File: src/rtl/change_dispenser.sv
// Greedy coin dispenser: pays out a change amount one coin per clock, largest
// denomination first, drawing on its own registered coin inventory.
module change_dispenser #(
    parameter int AMT_W   = 4,
    parameter int CNT_W   = 2,
    parameter int DEN_HI  = 5,
    parameter int DEN_MID = 3,
    parameter int DEN_LO  = 1
) (
    input  logic             clock,
    input  logic             reset,
    input  logic             start,
    input  logic [AMT_W-1:0] amount,
    input  logic             load_inv,
    input  logic [CNT_W-1:0] pent_init,
    input  logic [CNT_W-1:0] tri_init,
    input  logic [CNT_W-1:0] cir_init,
    output logic             busy,
    output logic             coin_valid,
    output logic [AMT_W-1:0] coin,
    output logic [AMT_W-1:0] remaining,
    output logic             done,
    output logic             short,
    output logic [CNT_W-1:0] pent_left,
    output logic [CNT_W-1:0] tri_left,
    output logic [CNT_W-1:0] cir_left
);

    typedef enum logic [1:0] {
        S_IDLE,
        S_DISPENSE,
        S_DONE
    } state_t;

    // Slot 0 is the pentagon, so a lower index means higher dispensing priority.
    localparam logic [2:0][AMT_W-1:0] L_DEN = {AMT_W'(DEN_LO), AMT_W'(DEN_MID), AMT_W'(DEN_HI)};

    state_t             r_state;
    logic [AMT_W-1:0]   r_rem;
    logic               r_busy;
    logic               r_coin_valid;
    logic [AMT_W-1:0]   r_coin;
    logic               r_done;
    logic               r_short;

    logic [2:0][CNT_W-1:0] w_init;
    logic [2:0][CNT_W-1:0] w_inv;
    logic [2:0]            w_elig;
    logic [2:0]            w_pick;
    logic [AMT_W-1:0]      w_coin_val;

    assign w_init = {cir_init, tri_init, pent_init};

    genvar gi;
    generate
        for (gi = 0; gi < 3; gi++) begin : g_inv
            logic [CNT_W-1:0] r_cnt;

            assign w_elig[gi] = (r_rem >= L_DEN[gi]) && (r_cnt != '0);
            assign w_inv[gi]  = r_cnt;

            always_ff @(posedge clock) begin
                if (reset) begin
                    r_cnt <= '0;
                end else if (r_state == S_IDLE && load_inv) begin
                    r_cnt <= w_init[gi];
                end else if (r_state == S_DISPENSE && w_pick[gi]) begin
                    r_cnt <= r_cnt - CNT_W'(1);
                end
            end
        end
    endgenerate

    // Fixed-priority pick of the first eligible denomination.
    always_comb begin
        w_pick     = '0;
        w_coin_val = '0;
        if (w_elig[0]) begin
            w_pick[0]  = 1'b1;
            w_coin_val = L_DEN[0];
        end else if (w_elig[1]) begin
            w_pick[1]  = 1'b1;
            w_coin_val = L_DEN[1];
        end else if (w_elig[2]) begin
            w_pick[2]  = 1'b1;
            w_coin_val = L_DEN[2];
        end
    end

    always_ff @(posedge clock) begin
        if (reset) begin
            r_state      <= S_IDLE;
            r_rem        <= '0;
            r_busy       <= 1'b0;
            r_coin_valid <= 1'b0;
            r_coin       <= '0;
            r_done       <= 1'b0;
            r_short      <= 1'b0;
        end else begin
            r_done       <= 1'b0;
            r_coin_valid <= 1'b0;
            r_coin       <= '0;
            case (r_state)
                S_IDLE: begin
                    // A simultaneous inventory load takes precedence over start.
                    if (!load_inv && start) begin
                        r_rem   <= amount;
                        r_short <= 1'b0;
                        r_busy  <= 1'b1;
                        r_state <= S_DISPENSE;
                    end
                end
                S_DISPENSE: begin
                    if (r_rem == '0) begin
                        r_short <= 1'b0;
                        r_state <= S_DONE;
                    end else if (w_pick != '0) begin
                        r_coin_valid <= 1'b1;
                        r_coin       <= w_coin_val;
                        r_rem        <= r_rem - w_coin_val;
                    end else begin
                        r_short <= 1'b1;
                        r_state <= S_DONE;
                    end
                end
                S_DONE: begin
                    r_done  <= 1'b1;
                    r_busy  <= 1'b0;
                    r_state <= S_IDLE;
                end
                default: begin
                    r_state <= S_IDLE;
                end
            endcase
        end
    end

    assign busy       = r_busy;
    assign coin_valid = r_coin_valid;
    assign coin       = r_coin;
    assign remaining  = r_rem;
    assign done       = r_done;
    assign short      = r_short;
    assign pent_left  = w_inv[0];
    assign tri_left   = w_inv[1];
    assign cir_left   = w_inv[2];

endmodule

File: config.mk
export PLATFORM = sky130hd
export DESIGN_NAME = change_dispenser
export DESIGN_NICKNAME = d
export VERILOG_FILES = /design/src/rtl/change_dispenser.sv
export SDC_FILE = /design/constraint.sdc
export NUM_CORES = 1
export LEC_CHECK = 0
export BUFFER_PORTS_ARGS = -buffer_cell sky130_fd_sc_hd__buf_2
export CORE_MARGIN = 5
export CORE_UTILIZATION = 25
export CTS_BUF_LIST = sky130_fd_sc_hd__clkbuf_16
export CTS_CLUSTER_SIZE = 10
export DETAILED_ROUTE_END_ITERATION = 10
export GPL_ROUTABILITY_DRIVEN = 0
export HOLD_SLACK_MARGIN = 0.15
export PLACE_DENSITY_LB_ADDON = 0.2
export SLEW_MARGIN = 15
export SYNTH_ARGS = -nofsm -noshare
export SYNTH_HDL_FRONTEND = slang
export SYNTH_SLANG_ARGS = --single-unit
File: constraint.sdc
create_clock -name clock -period 3.28 [get_ports clock]
set_input_delay 0.656 -clock clock [delete_from_list [all_inputs] [get_ports clock]]
set_output_delay 0.656 -clock clock [all_outputs]
set_load 0.02 [all_outputs]
==> results by group, run 1 <==
Final layout
  – Final #Nets: 183
  – Final Util: 31.8%
  – Share of post-route cells with drive strength above 1: 25.5%
  – Number of diodes: 0
  – Layout Area Growth over Synthesis: 23.4%

Die
  – # IOs: 32
  – DIE HEIGHT: 77.0 um
  – FP Rows: 24
  – Core footprint: 4350 um2
  – Initial core utilization: 25.7%
  – Die Width: 77.0 um
  – Total die area: 5920 um2

Global route
  – Total GRT Usage: 9.99%
  – First-pass GRT wire length: 4.73 mm
  – Initial antenna violation count: 0
  – Largest net degree at the start of global routing: 20
  – Vias in the first global route: 1003
  – Total grt overflow: 0

Power and ir drop
  – Peak VDD IR: 182 uV
  – Final total power: 662 uW
  – Pwr Density: 479 nW/um2
  – Pleak: 0.579 nW

Synth
  – Most common cell in the synthesized netlist: dfxtp_1
  – Compound-gate portion of the synthesized area: 25.1%
  – Mapped Area: 1120 um2
  – Top-area cell type share of the netlist area: 33.9%
  – Post-synth EDFFs: 0
  – Avg Cell Area, Syn: 8.37 um2
  – Yosys warns: 0
  – Syn nets: 155
  – Ys flop type: dfxtp_1
  – Synth async-reset ratio: 0%
  – Top cells by area, synth: dfxtp_1 34%, ha_1 6.7%, a211oi_1 4.7%
  – Adder-cell share of the synthesized area: 8.48%
  – Xor/xnor share of the synthesized area: 3.13%
  – Post-synth cell types: 43
  – Synth Area in Simple Gates: 19.2%
  – Number of synthesized register bits: 19
  – Cells after synthesis: 134
  – Post-synth top cells: 19 x dfxtp_1, 11 x inv_1, 9 x nand2_1, 9 x nor2_1
  – Mux share of post-synthesis cell area: 2.01%
  – Main combinational cell family by area after synthesis: compound AO/OA/AOI/OAI gates
  – Sequential fraction of the synthesis area: 33.9%
  – Synth area leader: dfxtp_1

Clock tree
  – CTS root buf: clkbuf_16
  – Clk_lat worst skew: 0.26 ns
  – Hold buffers post-CTS: 0
  – Post_cts resized: 0
  – Post-CTS setup buffer count: 0
  – CTS tree: done
  – Cts bufs inserted: 3
  – Clock Pin Slew Worst Setup and Hold Paths: 0.06 ns
  – H-tree depth: 1
  – CTS max path bufs: 2
  – Clock Sinks: 19

Critical path
  – CP max-delay cell: o31ai_1
  – Buf/Inv on CP: 1
  – Crit path capture type: flip-flop
  – Crit path cell chain: inv_1 > ha_1 > nor2b_1 > o31ai_1 > or2_1 > o21ai_1 > ha_1 > fa_1 > xor2_1 > nor2_1 > a21oi_1 > a311oi_1
  – CP top delay family: adder cells
  – CP Data Required Time: 3.45 ns
  – Worst path arrival time: 2.88 ns
  – Critical Path Max Stage Delay: 0.41 ns
  – Worst-path fanout max: 4
  – CP most frequent cell: ha_1
  – Worst setup path class: flip-flop to flip-flop
  – Critical path launch point type: flip-flop

STA
  – Slew Viols, Final: 0
  – Slew HR: 57.4%
  – Clk_skew: 0.00354 ns
  – Worst-Margin Slew: 0.635 ns
  – Max Clk Rate: 0.368 GHz
  – Fin crit share: 82.9%
  – Minimum clock period: 2.72 ns
  – Setup-failing EPs final: 0
  – Final Hold Vio Count: 0
  – Final total negative setup slack: 0 ns
  – RSZ-0062 raised after global routing: no

Place
  – Buffers added on ports: 30
  – Post-DP HPWL: 2.22 mm

Detailed routing
  – Drt first pass iters: 4
  – Routed WL: 2.85 mm
  – Post-DRT Antenna Nets: 0
  – DRC violations left: 0
  – Avg WL per Cell: 13.4 um
  – Via count: 1022
  – Initial drt markers: 36
  – DR vias/cell: 4.80

Worst hold path
  – Class of the worst hold path: flip-flop to flip-flop

Run status
  – Status: finished, final reports clean

Flow run
  – Max_cap viols: 0
## layout by cell type (no fill, tap or decap), types with 2 or more instances in the layout
| cell | synthesis | routed |
|---|---|---|
| clkbuf_16 | 0 | 3 |
| a21oi_1 | 7 | 7 |
| or2_1 | 2 | 2 |
| inv_2 | 4 | 4 |
| inv_1 | 11 | 12 |
| a21o_1 | 2 | 2 |
| nor2_1 | 9 | 9 |
| nand3b_1 | 2 | 2 |
| buf_2 | 1 | 30 |
| a211oi_1 | 7 | 7 |
| o31ai_1 | 3 | 3 |
| mux2_1 | 2 | 2 |
| o21ai_0 | 4 | 4 |
| o21ai_1 | 3 | 3 |
| xnor2_1 | 3 | 3 |
| nand2_1 | 9 | 9 |
| nor2b_1 | 4 | 4 |
| nand2b_1 | 4 | 4 |
| ha_1 | 6 | 6 |
| nor3_1 | 4 | 4 |
| o211ai_1 | 2 | 2 |
| nand3_1 | 2 | 2 |
| dfxtp_1 | 19 | 19 |
## flip-flops by register name, summed over array words and instances, names as in the netlist
signal and cells:
cir_left 2, r_state 2, pent_left 2, coin 3, remaining 4, coin_valid 1
short 1, done 1, busy 1, tri_left 2
## area by class of cell
cell class              count  area [um2]
clock buffers               3        75.1
fillers                   483        2970
clock inverters             1        3.75
inverters                  15        56.3
multi-input cells          93         653
repair buffers             30         150
well taps                  52        65.1
flip-flops and latches     19         380
## worst register-to-register path, cell delays in order (launching register included)
cell      delay [ns]
dfxtp_1         0.31
inv_1           0.08
ha_1            0.28
nor2b_1         0.07
o31ai_1         0.41
or2_1           0.21
o21ai_1         0.11
ha_1            0.24
fa_1            0.38
xor2_1          0.15
nor2_1          0.08
a21oi_1         0.05
a311oi_1        0.26
## cells by family after synthesis
logic type               count (synthesis)
flip-flops                              19
AO/OA/AOI/OAI                           37
multiplexers                             2
AND/OR/NAND/NOR                         42
adder cells (fa/ha/maj)                  7
other                                    1
buffers and inverters                   22
XOR/XNOR                                 4
## path summary, 6_finish.rpt
path                    start      endpoint  slack (ns)  depth (start not counted)
hold reg to reg         short         short        0.46                          2
setup reg to reg  tri_left[0]  remaining[2]        0.56                         12
setup / recovery  tri_left[0]  remaining[2]        0.56                         12
hold / removal          short         short        0.46                          2
## layer usage
layer | wire, um | vias up | GRT usage [%]
li1 | - | 523 | -
met1 | 1220 | 458 | 11.1
met2 | 1340 | 36 | 16.2
met3 | 214 | 5 | 3.28
met4 | 79 | 0 | 6.29
met5 | 0 | - | 0
## through the flow
stage / area, um2 / hold slack (ns) / setup WS [ns] / std cells
6_report: 1380 / 0.461 / 0.562 / 213
5_1_grt: 1380 / 0.494 / 0.337 / 213
4_1_cts: 1380 / 0.465 / 0.583 / 213
3_5_place_dp: 1310 / 0.458 / 0.607 / 209
3_3_place_gp: 1310 / 0.455 / 0.693 / 209
2_1_floorplan: 1120 / 0.535 / 0.760 / 134
## power breakdown
part           internal [mW]  switching (mW)  total [mW]
registers              0.243          0.0153       0.259
logic                 0.0589          0.0916       0.151
clock network          0.162          0.0908       0.253
No activity file was read; power rests on OpenSTA's default activity.
==> run 2: changes to the inputs <==
clock period = 2.2 ns   (was 3.28 ns; I/O delays follow)
==> results by group, run 2 (synthesis results as in run 1) <==
Global route
  – Total grt overflow: 0 (unchanged)
  – Initial antenna violation count: 0 (unchanged)
  – Largest net degree at the start of global routing: 20 (unchanged)
  – Total GRT Usage: 11.0% (+1.0 points)
  – Vias in the first global route: 1142 (+14%)
  – First-pass GRT wire length: 5.26 mm (+11%)

Clock tree
  – H-tree depth: 1 (unchanged)
  – Cts bufs inserted: 3 (unchanged)
  – CTS tree: done
  – CTS root buf: clkbuf_16
  – Clock Sinks: 19 (unchanged)
  – Clk_lat worst skew: 0.25 ns (about the same)
  – CTS max path bufs: 2 (unchanged)
  – Clock Pin Slew Worst Setup and Hold Paths: 0.06 ns (about the same)

STA
  – Worst-Margin Slew: 0.611 ns (-0.0239 ns)
  – Setup-failing EPs final: 2 (+2)
  – Worst Slack Setup Final: -0.0279 ns (-0.590 ns)
  – Minimum clock period: 2.23 ns (-0.490 ns)
  – Slew HR: 59.0% (+1.6 points)
  – Fin crit share: 101% (+18 points)
  – Hold_ws: 0.421 ns (-0.0400 ns)
  – RSZ-0062 raised after global routing: yes
  – Final Hold Vio Count: 0 (unchanged)
  – Max Clk Rate: 0.449 GHz (+22%)
  – Final total negative setup slack: -0.0489 ns (-0.0489 ns)
  – Slew Viols, Final: 0 (unchanged)
  – Clk_skew: 0.00386 ns (+0.000315 ns)

Critical path
  – Worst-path fanout max: 4 (unchanged)
  – CP Data Required Time: 2.36 ns (-1.09 ns)
  – Worst path arrival time: 2.39 ns (-0.49 ns)
  – Critical path launch point type: flip-flop
  – Crit path capture type: flip-flop
  – Worst setup path class: flip-flop to flip-flop

Final layout
  – Filler cells: 457 (-5.4%)
  – Max FFs per register: 4 (unchanged)
  – FF/Latch Area: 400 um2 (+5.3%)
  – Final #Nets: 205 (+12%)
  – Most frequent cells in the layout: 30 x buf_2, 21 x buf_4, 11 x dfxtp_1, 9 x nand2_1, 9 x nor2_1
  – Layout Area Growth over Synthesis: 46.2%
  – Number of diodes: 0 (unchanged)
  – Most common cell after layout, fill and taps aside: buf_2
  – Area of the multi-input gates: 706 um2 (+8.0%)
  – Share of post-route cells with drive strength above 1: 46.4% (+21 points)

Run status
  – Status: finished with violations
  – Failing checks: setup timing

Detailed routing
  – Routed WL: 3.06 mm (+7.5%)
  – DR vias/cell: 4.65 (-3.2%)
  – Drt first pass iters: 4 (unchanged)
  – Avg WL per Cell: 13.0 um (-2.6%)
  – Post-DRT Antenna Nets: 0 (unchanged)
  – Via count: 1092 (+6.8%)
  – Initial drt markers: 57 (+58%)
  – DRC violations left: 0 (unchanged)

Die
  – Total die area: 5920 um2 (unchanged)
  – # IOs: 32 (unchanged)
  – Core footprint: 4350 um2 (unchanged)
  – DIE HEIGHT: 77.0 um (unchanged)
  – Die Width: 77.0 um (unchanged)
  – FP Rows: 24 (unchanged)
  – Initial core utilization: 25.7% (unchanged)

Power and ir drop
  – Pleak: 0.697 nW (+20%)
  – Final total power: 1.06 mW (+60%)
  – Pwr Density: 647 nW/um2 (+35%)
  – Peak VDD IR: 257 uV (+41%)

Flow run
  – Max_cap viols: 0 (unchanged)

Place
  – Post-DP HPWL: 2.46 mm (+11%)
  – Post-place setup slack: -0.163 ns (-0.770 ns)
  – Buffers added on ports: 30 (unchanged)

Worst hold path
  – Class of the worst hold path: input port to flip-flop
## run 2: cell types whose count changed in the layout (fill, tap and decap cells not counted), sizes merged
cell	change
buf	+22
## run 2: worst paths after layout
check	from	end	slack (ns)	cells after the start
setup / recovery	tri_left[0]	remaining[1]	-0.03	11
hold / removal	cir_init[1]	cir_left[1]	0.42	3
setup reg to reg	tri_left[0]	remaining[1]	-0.03	11
hold reg to reg	short	short	0.46	2
## run 2: final cells by class
class	instances	area share (%)
clock buffers	3	4.58
clock inverters	1	0.229
inverters	15	3.74
multi-input cells	93	43.1
flip-flops and latches	19	24.4
well taps	52	3.97
repair buffers	52	20.0
## run 2: per-layer routing
layer / up-vias / track usage [%] / part of all wire, %
met5: - / 0 / 0
met4: 0 / 8.22 / 3.2
met2: 26 / 17.3 / 46
met1: 492 / 13.1 / 46
met3: 6 / 2.22 / 5.0
li1: 568 / - / -
## run 2: critical path, cell delays in order, from the launching register on
cell and delay [ns]:
dfxtp_4 0.35, inv_4 0.04, ha_4 0.16, nor2b_2 0.12, o31ai_2 0.07, or2_1 0.26
o21ai_2 0.10, ha_2 0.23, fa_2 0.43, o21ai_1 0.12, nor3_1 0.05, a211oi_1 0.21
## run 2: report_power, final
part,total [mW],switching [mW],internal (mW)
sequential,0.383,0.0191,0.364
clock,0.375,0.133,0.242
combinational,0.303,0.157,0.146
## run 2: per-stage QoR
step	util (%)	area [um2]	instances
floorplan	-	1180	134
global placement	34.6	1510	227
detailed placement	34.6	1510	227
CTS	37.5	1630	234
global route	37.6	1640	235
finish	37.6	1640	235
## run 2: timing repair
item                                    4_1_cts  5_1_grt
pin swaps                                     6        3
setup buffers                                 3        1
resized for setup                             9        0
endpoints found under the setup margin        3        3
cloned                                        0        0
hold buffers                                  0        0
